$ cat src/rtl/apu_i2s_out.sv
// apu_i2s_out: APU audio back-end.
// Box-averages the 16-bit unsigned mixer stream by 2^ACC_SHIFT, converts the
// result to two's complement, buffers it in a small FIFO and serializes it as
// mono Philips I2S (same word on left and right).
//
// Ports:
//   clk          system clock, rising edge
//   rst_l        asynchronous active-low reset
//   enable       0 holds the block idle (sticky flags keep their value)
//   sample_en    one-cycle strobe qualifying audio_in
//   audio_in     16-bit unsigned mixer sample
//   clear_flags  one-cycle pulse clearing underrun/overflow
//   i2s_bclk     bit clock
//   i2s_lrclk    word select, 0 = left, 1 = right
//   i2s_sdata    serial data, MSB first
//   underrun     sticky: a frame started with the FIFO empty
//   overflow     sticky: a decimated sample was dropped on a full FIFO
module apu_i2s_out #(
   parameter int unsigned BCLK_DIV   = 4,
   parameter int unsigned ACC_SHIFT  = 3,
   parameter int unsigned FIFO_DEPTH = 4
) (
   input  logic        clk,
   input  logic        rst_l,
   input  logic        enable,
   input  logic        sample_en,
   input  logic [15:0] audio_in,
   input  logic        clear_flags,
   output logic        i2s_bclk,
   output logic        i2s_lrclk,
   output logic        i2s_sdata,
   output logic        underrun,
   output logic        overflow
);

   localparam int unsigned SAMPLE_W = 16;
   localparam int unsigned ACC_W    = SAMPLE_W + ACC_SHIFT;
   localparam int unsigned CNT_W    = (ACC_SHIFT > 0) ? ACC_SHIFT : 1;
   localparam int unsigned CNT_MAX  = (1 << ACC_SHIFT) - 1;
   localparam int unsigned PTR_W    = $clog2(FIFO_DEPTH);
   localparam int unsigned PTRX_W   = PTR_W + 1;
   localparam int unsigned DIV_W    = (BCLK_DIV > 1) ? $clog2(BCLK_DIV) : 1;

   // ---------------------------------------------------------------- decimator
   logic [ACC_W-1:0]    r_acc;
   logic [CNT_W-1:0]    r_cnt;
   logic                r_push;
   logic [SAMPLE_W-1:0] r_push_data;

   logic [ACC_W-1:0]    w_sum;
   logic [SAMPLE_W-1:0] w_avg;
   logic                w_last_in;

   assign w_sum     = r_acc + ACC_W'(audio_in);
   assign w_avg     = w_sum[ACC_SHIFT +: SAMPLE_W];
   assign w_last_in = (r_cnt == CNT_W'(CNT_MAX));

   // Accumulate; on the last sample of a group register the truncated average
   // (MSB flipped to signed) so the FIFO write lands on the following cycle.
   always_ff @(posedge clk or negedge rst_l) begin
      if (!rst_l) begin
         r_acc       <= '0;
         r_cnt       <= '0;
         r_push      <= 1'b0;
         r_push_data <= '0;
      end else if (!enable) begin
         r_acc       <= '0;
         r_cnt       <= '0;
         r_push      <= 1'b0;
         r_push_data <= '0;
      end else begin
         r_push <= 1'b0;
         if (sample_en) begin
            if (w_last_in) begin
               r_acc       <= '0;
               r_cnt       <= '0;
               r_push      <= 1'b1;
               r_push_data <= {~w_avg[SAMPLE_W-1], w_avg[SAMPLE_W-2:0]};
            end else begin
               r_acc <= w_sum;
               r_cnt <= r_cnt + CNT_W'(1);
            end
         end
      end
   end

   // --------------------------------------------------------------------- FIFO
   logic [SAMPLE_W-1:0] r_mem [FIFO_DEPTH];
   logic [PTRX_W-1:0]   r_wr_ptr;
   logic [PTRX_W-1:0]   r_rd_ptr;

   logic                w_empty;
   logic                w_full;
   logic                w_frame_start;
   logic                w_do_pop;
   logic                w_do_push;
   logic                w_set_ovf;
   logic                w_set_udr;
   logic [SAMPLE_W-1:0] w_head;

   // Extra pointer bit distinguishes full from empty.
   assign w_empty   = (r_wr_ptr == r_rd_ptr);
   assign w_full    = (r_wr_ptr[PTR_W] != r_rd_ptr[PTR_W]) &&
                      (r_wr_ptr[PTR_W-1:0] == r_rd_ptr[PTR_W-1:0]);
   assign w_head    = r_mem[r_rd_ptr[PTR_W-1:0]];
   assign w_do_pop  = w_frame_start & ~w_empty;
   // A pop in the same cycle frees a slot, so a push into a full FIFO still lands.
   assign w_do_push = enable & r_push & (~w_full | w_do_pop);
   assign w_set_ovf = enable & r_push & w_full & ~w_do_pop;
   assign w_set_udr = w_frame_start & w_empty;

   always_ff @(posedge clk) begin
      if (w_do_push) begin
         r_mem[r_wr_ptr[PTR_W-1:0]] <= r_push_data;
      end
   end

   // Pointers plus sticky flags; a set event beats a simultaneous clear.
   logic r_underrun;
   logic r_overflow;

   always_ff @(posedge clk or negedge rst_l) begin
      if (!rst_l) begin
         r_wr_ptr   <= '0;
         r_rd_ptr   <= '0;
         r_underrun <= 1'b0;
         r_overflow <= 1'b0;
      end else begin
         if (!enable) begin
            r_wr_ptr <= '0;
            r_rd_ptr <= '0;
         end else begin
            if (w_do_push) r_wr_ptr <= r_wr_ptr + PTRX_W'(1);
            if (w_do_pop)  r_rd_ptr <= r_rd_ptr + PTRX_W'(1);
         end
         r_underrun <= (r_underrun & ~clear_flags) | w_set_udr;
         r_overflow <= (r_overflow & ~clear_flags) | w_set_ovf;
      end
   end

   // --------------------------------------------------------------- serializer
   logic [DIV_W-1:0]    r_div;
   logic                r_bclk;
   logic [5:0]          r_bitcnt;
   logic                r_lrclk;
   logic                r_sdata;
   logic [SAMPLE_W-1:0] r_last;

   logic                w_div_wrap;
   logic                w_fall;
   logic [5:0]          w_next_cnt;
   logic [4:0]          w_pos;
   logic [3:0]          w_bit_idx;
   logic                w_sdata_next;

   assign w_div_wrap    = (r_div == DIV_W'(BCLK_DIV - 1));
   assign w_fall        = enable & w_div_wrap & r_bclk;
   assign w_frame_start = w_fall & (r_bitcnt == 6'd63);
   assign w_next_cnt    = r_bitcnt + 6'd1;
   assign w_pos         = w_next_cnt[4:0];
   assign w_bit_idx     = 4'(5'd16 - w_pos);
   // Slot 0 is the I2S one-bit delay; slots 1..16 carry the word MSB first.
   assign w_sdata_next  = (w_pos >= 5'd1 && w_pos <= 5'd16) ? r_last[w_bit_idx] : 1'b0;

   // BCLK divider and bit counter; every serial output moves on a BCLK fall.
   always_ff @(posedge clk or negedge rst_l) begin
      if (!rst_l) begin
         r_div    <= '0;
         r_bclk   <= 1'b0;
         r_bitcnt <= '0;
         r_lrclk  <= 1'b0;
         r_sdata  <= 1'b0;
         r_last   <= '0;
      end else if (!enable) begin
         r_div    <= '0;
         r_bclk   <= 1'b0;
         r_bitcnt <= '0;
         r_lrclk  <= 1'b0;
         r_sdata  <= 1'b0;
         r_last   <= '0;
      end else begin
         if (w_div_wrap) begin
            r_div  <= '0;
            r_bclk <= ~r_bclk;
         end else begin
            r_div <= r_div + DIV_W'(1);
         end
         if (w_fall) begin
            r_bitcnt <= w_next_cnt;
            r_lrclk  <= w_next_cnt[5];
            r_sdata  <= w_sdata_next;
            // On underrun the previous word is simply kept.
            if (w_do_pop) r_last <= w_head;
         end
      end
   end

   assign i2s_bclk  = r_bclk;
   assign i2s_lrclk = r_lrclk;
   assign i2s_sdata = r_sdata;
   assign underrun  = r_underrun;
   assign overflow  = r_overflow;

endmodule

$ cat config.mk
export PLATFORM = sky130hd
export DESIGN_NAME = apu_i2s_out
export DESIGN_NICKNAME = d
export VERILOG_FILES = /design/src/rtl/apu_i2s_out.sv
export SDC_FILE = /design/constraint.sdc
export NUM_CORES = 1
export LEC_CHECK = 0
export ABC_AREA = 1
export BUFFER_PORTS_ARGS = -buffer_cell sky130_fd_sc_hd__buf_2
export CAP_MARGIN = 20
export CORE_MARGIN = 3
export CORE_UTILIZATION = 40
export DETAILED_ROUTE_END_ITERATION = 8
export PLACE_DENSITY = 0.61
export RECOVER_POWER = 50
export SYNTH_ARGS = -nofsm -noshare
export SYNTH_HDL_FRONTEND = slang
export SYNTH_SLANG_ARGS = --single-unit
$ cat constraint.sdc
create_clock -name clk -period 2.6 [get_ports clk]
set_input_delay 0.26 -clock clk [delete_from_list [all_inputs] [get_ports clk]]
set_output_delay 0.26 -clock clk [all_outputs]
set_load 0.05 [all_outputs]
# After elaboration in Yosys (flattened, before gate mapping)
# Memories as Yosys holds them, arrays and structs flattened.
# Cells that the tools add are included.
# word_totals
ramBits	64
n_memories	1
out_inout_bits	5
word_cells	95
inputBits	21
romBits	0
latchBits	0
ff_bits	74
# mem_list
name	words	word_bits	rd	rd_ports_with_merged_regs	wr	line	text
r_mem	4	16	1	0	1	88	logic [SAMPLE_W-1:0] r_mem [FIFO_DEPTH];
# op_classes
bitwise	20
reduce_logical	4
add_sub_neg	7
eq_ne	12
div_mod_pow	0
n_mux	34
n_shift	0
magnitude_cmp	3
n_mul	0
# ops
op	n
16-bit 2-to-1 mux	6
19-bit 2-to-1 mux	3
3-bit 2-to-1 mux	7
19-bit by 16-bit adder with 19-bit output	1
1-bit 2-to-1 mux	13
6-bit 2-to-1 mux	2
2-bit by 1-bit != test with 1-bit output, second input constant	6
1-bit AND	11
3-bit by 1-bit adder with 3-bit output, second input constant	3
6-bit by 1-bit adder with 6-bit output, second input constant	1
6-bit equality test, second input constant	1
1-bit inverter	6
5-bit by 1-bit greater-or-equal comparator with 1-bit output, second input constant	1
5-bit <= comparator, second input constant	1
4-bit by 5-bit less-than comparator with 1-bit output, second input constant	1
1-bit binary-select mux with 4-bit select	1
2-bit 2-to-1 mux	2
2-bit AND reduction	2
1-bit by 4-bit subtractor with 4-bit output, first input constant	1
3-bit equality test	1
3-bit equality test, second input constant	1
1-bit OR	3
2-bit by 1-bit adder with 2-bit output, second input constant	1
2-bit equality test	1
other kinds (3)	4

# Longest topological paths before layout
# Gate-level depths: netlist (run 1).
# depth
ltp_word	9
mapped_depth	12
ltp_nobuf	12

# Worst setup path after synthesis (run 1)
# OpenSTA, ideal clock, no wires.
# synth_timing
path_type	reg-to-reg
startpoint	reg r_bclk (netlist: i2s_bclk)
endpoint	mem r_mem[0][0], enable pin
synth_period_minus_slack_ns	2.379
path_stages_with_launch	7
path_buffers	0
slack_ns	0.221
required_ns	2.211
t_arrival_ns	1.990
setup_time_ns	0.389
path_cell_list	dfrtp_1 nand2_1 nor3_4 inv_2 nand2_4 nand2_4 nor2_1
# synth_between
elab_chain_cells	7
# synth_lines
item	line	text
start: declaration	143	logic r_bclk;
start signal: assignment	184	r_bclk <= ~r_bclk;
1-bit AND	157	assign w_fall = enable & w_div_wrap & r_bclk;
1-bit AND	158	assign w_frame_start = w_fall & (r_bitcnt == 6'd63);
1-bit AND	106	assign w_do_pop = w_frame_start & ~w_empty;
1-bit OR	108	assign w_do_push = enable & r_push & (~w_full | w_do_pop);
1-bit AND	108	
1-bit 2-to-1 mux	113	if (w_do_push) begin
1-bit 2-to-1 mux (not written as such)	114	r_mem[r_wr_ptr[PTR_W-1:0]] <= r_push_data;
end: declaration	88	
# No other way between the ends.

# Worst setup path in the final report (run 1)
# layout_timing
startpoint	reg r_bitcnt[1]
endpoint	mem r_mem[2][15], enable pin
# layout_between
elab_chain_cells	7
# layout_lines
item	line	text
start: declaration	144	logic [5:0] r_bitcnt;
start signal: assignment	189	r_bitcnt <= w_next_cnt;
6-bit equality test	158	
1-bit AND	158	
1-bit AND	106	
1-bit OR	108	
1-bit AND	108	
1-bit 2-to-1 mux	113	
1-bit 2-to-1 mux (not written as such)	114	
# No other way between the ends.

==> impl_metrics.toml, run 1 <==
[outcome]
status = "finished with violations"
failed_checks = "max-capacitance violations, max-slew violations"

[finish]
nFillCells = 1514
syn2layout_area_growth_pct = 14.7
fin_util_pct = 47.8
drive_gt1_share_pct = 12.4
fin_nets = 803
n_antenna_cell = 0

[pwr]
ir_drop_mv = 0.445
p_per_area_nw_per_um2 = 682
total_power_uw = 5290
p_leak_uw = 0.00373

[cts]
numClockSinks = 137
cts_htree_levels = 4
cts_setup_buffers = 0
cts_resized = 0
cts_tree = "built"
clk_pin_slew_worst_paths_ns = 0.06
holdBufCountCts = 0
cts.path.max_buffers = 2
numCtsBuffers = 17
clkLatencyLatePin_ns = 0.41
cts_root_buf = "clkbuf_16"

[floorplan]
boundaryPins = 26
fp.dieW_um = 136
die_h_um = 136
row_count = 46
start_util_pct = 41.7
coreArea_um2 = 16200
dieArea_um2 = 18500

[drt]
drt_iter0_drc = 369
wl_per_cell_um = 14.6
postRouteAntennaNets = 0
drc = 0
routed_via_density = 5.06
first_pass_iters = 4
drt-total-wl_um = 14400
vias = 4983

[sta]
rsz0062_at_grt = "no"
skew_ns = 0.00848
slew_headroom_pct = -21.7
max_freq_ghz = 0.498
fin_tns_setup_ns = 0
worstMarginPinSlew_ns = 1.83
hold_viol_final = 0
finalSetupViolCount = 0
finalCritPeriodShare_pct = 77.2
fin_crit_ns = 2.01
maxSlewViolCount = 74

[synth]
ys_top_cells_by_area = "edfxtp_1 (28%), dfrtp_1 (27%), nand2_1 (13%)"
ys_types = 33
ys_seq_area_share_pct = 55.3
synth_top_cell_by_area = "edfxtp_1"
ys_ff_latch = 137
yosysTopAreaCellShare_pct = 28.4
ys_warn_count = 0
avgSynthCellArea_um2 = 9.42
synth-async-reset-ratio_pct = 53.3
synth_nets = 767
synthTopCellsByCount = "nand2_1 (231), dfrtp_1 (73), edfxtp_1 (64)"
synth_edf_count = 64
netlist_instances = 719
ys.flop_type = "dfrtp_1"
syn_area_um2 = 6770
synth.most_common_cell = "nand2_1"

[critical_path]
critical_path_required_ns = 2.69
reg2reg_slack_ns = 0.59
reg2reg_from = "r_bitcnt[1]$_DFFE_PN0N_"
startpoint_type = "flip-flop"
critPathCaptureType = "flip-flop"
ff2ff_path_depth = 10
cp.arrival_ns = 2.10
cp_max_fo = 16
worst-setup-path-type = "flip-flop to flip-flop"
worst_r2r_endpoint = "r_mem[2][15]$_DFFE_PP_"

[hold_path]
hold_end = "underrun$_DFF_PN0_"
holdPathStages = 2
hold_class = "input pin to flip-flop"
min_from = "clear_flags"

[placement]
globalplace.congestion = 0.883
port_buffers = 25
hpwl_um = 10100

[global_routing]
grt_max_degree = 74
grt_pass1_wl_um = 24800
grtUsageTotal_pct = 17.0
grt-ovfl-total = 0
antenna_found_initial = 0
grt_pass1_vias = 5137

[flow_run]
maxCapViolCount = 1
-- cells by family after synthesis --
kind of cell               after synthesis  share of synthesized area, %
AOI/OAI and AO/OA                       99                          9.66
xor gates and xnor gates                 7                         0.905
adders and majority gates               27                          5.10
buffers and inverters                   86                          5.23
DFF                                    137                          55.3
and+or+nand+nor                        363                          23.8
-- worst max-delay path by stage --
stage / startpoint / end / slack [ns] / cells after the start
floorplan: i2s_bclk$_DFFE_PN0P_ / r_mem[0][0]$_DFFE_PP_ / 0.22 / 6
global placement: r_bitcnt[0]$_DFFE_PN0N_ / i2s_sdata$_DFFE_PN0N_ / 0.68 / 13
detailed placement: r_bitcnt[1]$_DFFE_PN0N_ / r_mem[2][15]$_DFFE_PP_ / 0.61 / 10
CTS: r_bitcnt[1]$_DFFE_PN0N_ / r_mem[2][15]$_DFFE_PP_ / 0.58 / 10
global route: r_acc[0]$_DFFE_PN0P_ / r_acc[16]$_DFFE_PN0P_ / 0.44 / 10
finish: r_bitcnt[1]$_DFFE_PN0N_ / r_mem[2][15]$_DFFE_PP_ / 0.59 / 10
-- worst max-delay path, stage by stage (launching register included) --
cell     delay [ns]
dfrtp_1        0.39
ha_1           0.22
nand2_2        0.08
inv_2          0.10
nand3_4        0.10
nor3_4         0.20
inv_2          0.08
nand2_4        0.09
nand2_4        0.08
nor2_1         0.09
buf_4          0.26
-- layout make-up --
cell class	instances	area (um^2)	area share, %
clock inverter	12	176	2.27
clock buffer	20	437	5.62
inverter	66	249	3.21
tap	216	270	3.48
multi-input combinational	496	2670	34.4
sequential	137	3750	48.3
timing repair buffer	37	215	2.77
-- layout by cell type, fill, tap and decap left out, types with 3 or more instances in the layout --
cell,synthesis,routed
a21oi_1,32,32
a22o_1,3,3
a32o_1,16,16
buf_2,6,24
buf_4,0,12
bufinv_16,0,4
clkbuf_1,11,3
clkbuf_16,0,17
clkinv_2,1,4
clkinv_4,0,3
dfrtp_1,73,73
edfxtp_1,64,64
ha_1,26,26
inv_1,62,62
inv_2,3,3
nand2_1,231,231
nand2_4,4,4
nand3_1,51,51
nand3_2,5,5
nand3b_1,12,12
nand4_1,3,3
nor2_1,47,47
o21ai_0,25,25
o21ai_1,7,7
o21ai_2,4,4
o22ai_1,6,6
o22ai_2,6,6
xnor2_1,4,4
xor2_1,3,3
-- flip-flops by register name, indices dropped and copies added (netlist names) --
signal	flops
r_mem	64
r_acc	19
r_last	16
r_push_data	16
r_bitcnt	6
r_cnt	3
r_rd_ptr	3
r_wr_ptr	3
r_div	2
i2s_bclk	1
i2s_sdata	1
overflow	1
r_push	1
underrun	1
-- layer usage --
layer / wire [um] / vias to the layer above / global-route usage [%]
met5: 0 / - / 0
met4: 191 / 0 / 5.38
met3: 652 / 15 / 4.03
met2: 6980 / 106 / 27.9
met1: 6560 / 2368 / 22.3
li1: - / 2494 / -
-- stage by stage --
stage	hold slack, ns	setup slack [ns]	cell area [um^2]	instances
finish	0.0628	0.593	7770	984
global route	0.0612	0.439	7770	984
CTS	0.0193	0.579	7770	984
detailed placement	0.433	0.606	7160	952
global placement	0.422	0.678	7160	952
floorplan	-0.0356	0.221	6770	719
-- power breakdown --
part / internal, uW / leakage [uW] / switching, uW
Combinational: 164 / 0.00176 / 311
Sequential: 2300 / 0.00168 / 31.1
Clock: 1600 / 0.000294 / 889
Total: 4060 / 0.00373 / 1230
Power figures use the tool's default switching activity.
==> inputs of run 2 (changes only) <==
PLACE_DENSITY = 0.63   (was 0.61)
clock period = 1.7 ns   (was 2.6 ns; I/O delays follow)
==> impl_metrics.toml, run 2 (same netlist as run 1, synthesis figures left out) <==
[outcome]
status = "finished with violations"
failed_checks = "negative setup slack"

[sta]
maxSlewViolCount = 0
finalCritPeriodShare_pct = 106
fin_crit_ns = 1.79
skew_ns = 0.0125
finalSetupViolCount = 87
setup_ws_ns = -0.0935
rsz0062_at_grt = "yes"
fin_tns_setup_ns = -6.15
max_freq_ghz = 0.558
slew_headroom_pct = 56.1
worstMarginPinSlew_ns = 0.659
hold_viol_final = 0

[finish]
drive_gt1_share_pct = 32.3
largest_reg_flops = 64
fin_util_pct = 55.2
syn2layout_area_growth_pct = 32.2
fin_nets = 859
final_cell_mix = "nand2_1 (194), dfrtp_1 (71), edfxtp_1 (64)"
n_antenna_cell = 0
layout_commonest_cell = "nand2_1"

[pwr]
ir_drop_mv = 0.746
power_switching_share_pct = 24.5
pwr-share-seq_pct = 41.7
p_per_area_nw_per_um2 = 959
power.switching_uw = 2100
internal-power_uw = 6480
p_clk_share_pct = 44.7
comb_power_share_pct = 13.6
p_leak_uw = 0.00416

[placement]
port_buffers = 25
hpwl_um = 10400
globalplace.congestion = 0.929

[global_routing]
antenna_found_initial = 0
grt_max_degree = 50
grt_pass1_wl_um = 25600
grt-ovfl-total = 0
grtUsageTotal_pct = 17.6
grt_pass1_vias = 5244

[drt]
first_pass_iters = 5
routed_via_density = 5.10
drc = 0
postRouteAntennaNets = 0
drt-total-wl_um = 15900
drt_iter0_drc = 276
vias = 5302
wl_per_cell_um = 15.3

[critical_path]
startpoint_type = "flip-flop"
cp_max_fo = 16
cp.arrival_ns = 1.91
critPathCaptureType = "flip-flop"
critical_path_required_ns = 1.82
worst-setup-path-type = "flip-flop to flip-flop"

[cts]
numCtsBuffers = 17
clkLatencyLatePin_ns = 0.41
cts_root_buf = "clkbuf_16"
numClockSinks = 137
cts_htree_levels = 4
clk_pin_slew_worst_paths_ns = 0.06
cts.path.max_buffers = 2
cts_tree = "built"

[floorplan]
die_h_um = 136
coreArea_um2 = 16200
boundaryPins = 26
row_count = 46
fp.dieW_um = 136
dieArea_um2 = 18500
start_util_pct = 41.7

[hold_path]
hold_class = "input pin to flip-flop"

[flow_run]
maxCapViolCount = 0
-- run 2: cell count changes in the layout (fill, tap and decap cells not counted), moves of 17 or more --
cell	before	now
ha_1	26	9
nor2_1	47	29
buf_4	12	49
nand2_2	2	31
nand2_1	231	194
-- run 2: layout make-up --
class	instances	area [um^2]
timing repair buffer	92	758
fill	1393	7280
tap	216	270
clock inverter	12	174
inverter	66	259
multi-input combinational	497	3310
clock buffer	20	437
sequential	137	3750
-- run 2: path summary, 6_finish.rpt --
kind                                               from                           to  slack [ns]  cells past startpoint
worst min-delay path                          sample_en         r_cnt[2]$_DFFE_PN0P_        0.04                      3
min in group asynchronous                         rst_l      r_bitcnt[0]$_DFFE_PN0N_        0.32                      2
max in group asynchronous                         rst_l  r_push_data[14]$_DFFE_PN0P_        0.66                      3
worst max register to register  r_bitcnt[1]$_DFFE_PN0N_       r_mem[0][15]$_DFFE_PP_       -0.09                     10
worst max-delay path            r_bitcnt[1]$_DFFE_PN0N_       r_mem[0][15]$_DFFE_PP_       -0.09                     10
worst min register to register       r_div[0]$_DFF_PN0_           r_div[0]$_DFF_PN0_        0.44                      1
-- run 2: worst max-delay path, stage by stage, from the launching register on --
cell and delay, ns:
dfrtp_1 0.36, ha_2 0.20, nand2_2 0.08, inv_2 0.08, nand3_4 0.08, nor3_4 0.16, inv_2 0.08, nand2_4 0.09
nand2_8 0.08, nor2_4 0.11, buf_12 0.16
-- run 2: power groups by stage --
stage                     logic [uW]  clock network, uW  registers, uW
after global placement           797                  0           3620
after CTS                        897               3910           3560
after detailed placement         817                  0           3620
after floorplan                  519                  0           3610
final                           1170               3840           3580
after global routing            1270               4070           3580
-- run 2: repair_timing --
item                                    in CTS  in global routing
endpoints found under the setup margin     101                113
buffers inserted                            10                 12
hold buffers                                 2                  0
hold endpoints to repair                    26                  0
cloned                                       1                  0
resized for setup                           30                123
pin swaps                                   15                 39
-- run 2: routing by layer --
layer  GRT usage (%)  part of all wire, %  routed length, um
met4            5.10                  1.5                240
met3            4.03                  3.7                595
met1            21.9                   44               6940
met2            30.5                   51               8160
met5               0                    0                  0
-- run 2: metrics by stage --
step | instance area [um^2] | instances | total power (uW) | hold WS, ns | worst slack, ns
global placement | 7540 | 986 | 4410 | 0.0917 | -0.0642
CTS | 8440 | 1031 | 8370 | 0.0246 | -0.101
global route | 8950 | 1040 | 8920 | 0.0567 | -0.154
floorplan | 6820 | 719 | 4130 | -0.126 | -0.168
finish | 8950 | 1040 | 8580 | 0.0432 | -0.0935
detailed placement | 7540 | 986 | 4440 | 0.0942 | -0.120
==> inputs of run 3 (changes only) <==
CTS_BUF_LIST = sky130_fd_sc_hd__clkbuf_4 sky130_fd_sc_hd__clkbuf_8 sky130_fd_sc_hd__clkbuf_16   (was not set)
CTS_CLUSTER_SIZE = 16   (was not set)
==> impl_metrics.toml, run 3 (same netlist as run 1, synthesis figures left out) <==
[outcome]
status = "finished with violations"
failed_checks = "negative setup slack"

[floorplan]
boundaryPins = 26
start_util_pct = 41.7
die_h_um = 136
dieArea_um2 = 18500
row_count = 46
fp.dieW_um = 136
coreArea_um2 = 16200

[drt]
routed_via_density = 5.09
vias = 5283
drt_iter0_drc = 285
first_pass_iters = 5
drt-total-wl_um = 16000
drc = 0
postRouteAntennaNets = 0
wl_per_cell_um = 15.4

[cts]
clk_pin_slew_worst_paths_ns = 0.06
numCtsBuffers = 17
cts_tree = "built"
clkLatencyLatePin_ns = 0.41
cts_htree_levels = 4
numClockSinks = 137
cts.path.max_buffers = 2
cts_root_buf = "clkbuf_16"

[critical_path]
critical_path_required_ns = 1.82
reg2reg_slack_ns = -0.09
startpoint = "r_bitcnt[1]$_DFFE_PN0N_"
worst_r2r_endpoint = "r_mem[0][15]$_DFFE_PP_"
cp_max_fo = 16
critPathCaptureType = "flip-flop"
worst-setup-path-type = "flip-flop to flip-flop"
critPathCapture = "r_mem[0][15]$_DFFE_PP_"
ff2ff_path_depth = 10
reg2reg_from = "r_bitcnt[1]$_DFFE_PN0N_"
cp.arrival_ns = 1.91
startpoint_type = "flip-flop"

[pwr]
pwr-share-seq_pct = 41.5
p_leak_uw = 0.00417
internal-power_uw = 6510
comb_power_share_pct = 13.3
p_clk_share_pct = 45.1
p_per_area_nw_per_um2 = 965
power_switching_share_pct = 24.3
power.switching_uw = 2090
ir_drop_mv = 0.757

[global_routing]
grt_max_degree = 50
grt_pass1_wl_um = 25600
grt_pass1_vias = 5239
grt-ovfl-total = 0
grtUsageTotal_pct = 17.5
antenna_found_initial = 0

[sta]
maxSlewViolCount = 0
skew_ns = 0.0122
finalCritPeriodShare_pct = 106
timing.hold.ws_ns = 0.0440
fin_crit_ns = 1.79
worstMarginPinSlew_ns = 0.660
max_freq_ghz = 0.557
hold_viol_final = 0
finalSetupViolCount = 86
setup_ws_ns = -0.0944
rsz0062_at_grt = "yes"
slew_headroom_pct = 56.0

[placement]
hpwl_um = 10400
globalplace.congestion = 0.929
post-place-ws_ns = -0.120
port_buffers = 25
dp_cells = 986

[finish]
layout_commonest_cell = "nand2_1"
syn2layout_area_growth_pct = 31.7
final_cell_mix = "nand2_1 (197), dfrtp_1 (71), edfxtp_1 (64)"
n_antenna_cell = 0
nFillCells = 1388
drive_gt1_share_pct = 31.3
largest_reg_flops = 64
fin_nets = 857
stdcell_count = 1038

[hold_path]
hold_class = "input pin to flip-flop"

[flow_run]
maxCapViolCount = 0
[run 3: cell count changes in the layout (fill, tap and decap cells not counted), sizes merged]
cell / change
buf: -2
[run 3: critical path: stages (launching register included)]
cell and delay, ns:
dfrtp_1 0.36, ha_2 0.20, nand2_2 0.08, inv_2 0.08, nand3_4 0.08, nor3_4 0.16
inv_2 0.08, nand2_4 0.09, nand2_8 0.08, nor2_4 0.11, buf_12 0.16
[run 3: per-stage QoR]
step / utilization [%] / setup TNS [ns] / instance area (um^2) / power [uW]
2_1_floorplan: - / -10.77 / 6820 / 4130
3_3_place_gp: 46.5 / -3.94 / 7540 / 4410
3_5_place_dp: 46.5 / -8.40 / 7540 / 4440
4_1_cts: 52.0 / -6.02 / 8440 / 8420
5_1_grt: 55.0 / -12.40 / 8920 / 8950
6_report: 55.0 / -6.04 / 8920 / 8610
[run 3: layer usage]
| metal | track usage, % | vias to the layer above | share of wire (%) | routed length (um) |
|---|---|---|---|---|
| li1 | - | 2607 | - | - |
| met1 | 21.9 | 2552 | 43 | 6940 |
| met2 | 30.4 | 104 | 52 | 8250 |
| met3 | 4.03 | 20 | 3.7 | 593 |
| met4 | 5.15 | 0 | 1.4 | 224 |
| met5 | 0 | - | 0 | 0 |
[run 3: final cells by class]
cell class	count	area (um^2)	share of cell area (%)
Sequential cell	137	3750	42.1
Multi-Input combinational cell	497	3270	36.7
Timing Repair Buffer	90	743	8.33
Clock buffer	20	448	5.02
Tap cell	216	270	3.03
Inverter	66	259	2.90
Clock inverter	12	174	1.95
[run 3: power groups by stage]
stage	clock network (uW)	registers [uW]	logic, uW
floorplan	0	3610	519
global placement	0	3620	797
detailed placement	0	3620	817
CTS	3960	3560	893
global route	4110	3580	1250
finish	3890	3570	1150
[run 3: how the worst min path moves through the flow]
| stage | end | cells after the start | start | slack (ns) |
|---|---|---|---|---|
| 4_1_cts | r_cnt[2]$_DFFE_PN0P_ | 3 | sample_en | 0.03 |
| 2_1_floorplan | i2s_bclk$_DFFE_PN0P_ | 0 | rst_l | -0.13 |
| 6_report | r_cnt[2]$_DFFE_PN0P_ | 3 | sample_en | 0.04 |
| 3_3_place_gp | r_bitcnt[5]$_DFFE_PN0N_ | 1 | rst_l | 0.09 |
| 5_1_grt | r_cnt[2]$_DFFE_PN0P_ | 3 | sample_en | 0.06 |
| 3_5_place_dp | i2s_bclk$_DFFE_PN0P_ | 1 | rst_l | 0.09 |
[run 3: what timing repair did]
| action | in CTS | in global routing |
|---|---|---|
| pin swaps | 9 | 34 |
| resized for setup | 29 | 113 |
| hold buffers | 2 | 0 |
| hold endpoints to repair | 26 | 0 |
| setup endpoints to repair | 101 | 113 |
| setup buffers | 10 | 10 |
| gates cloned | 1 | 0 |
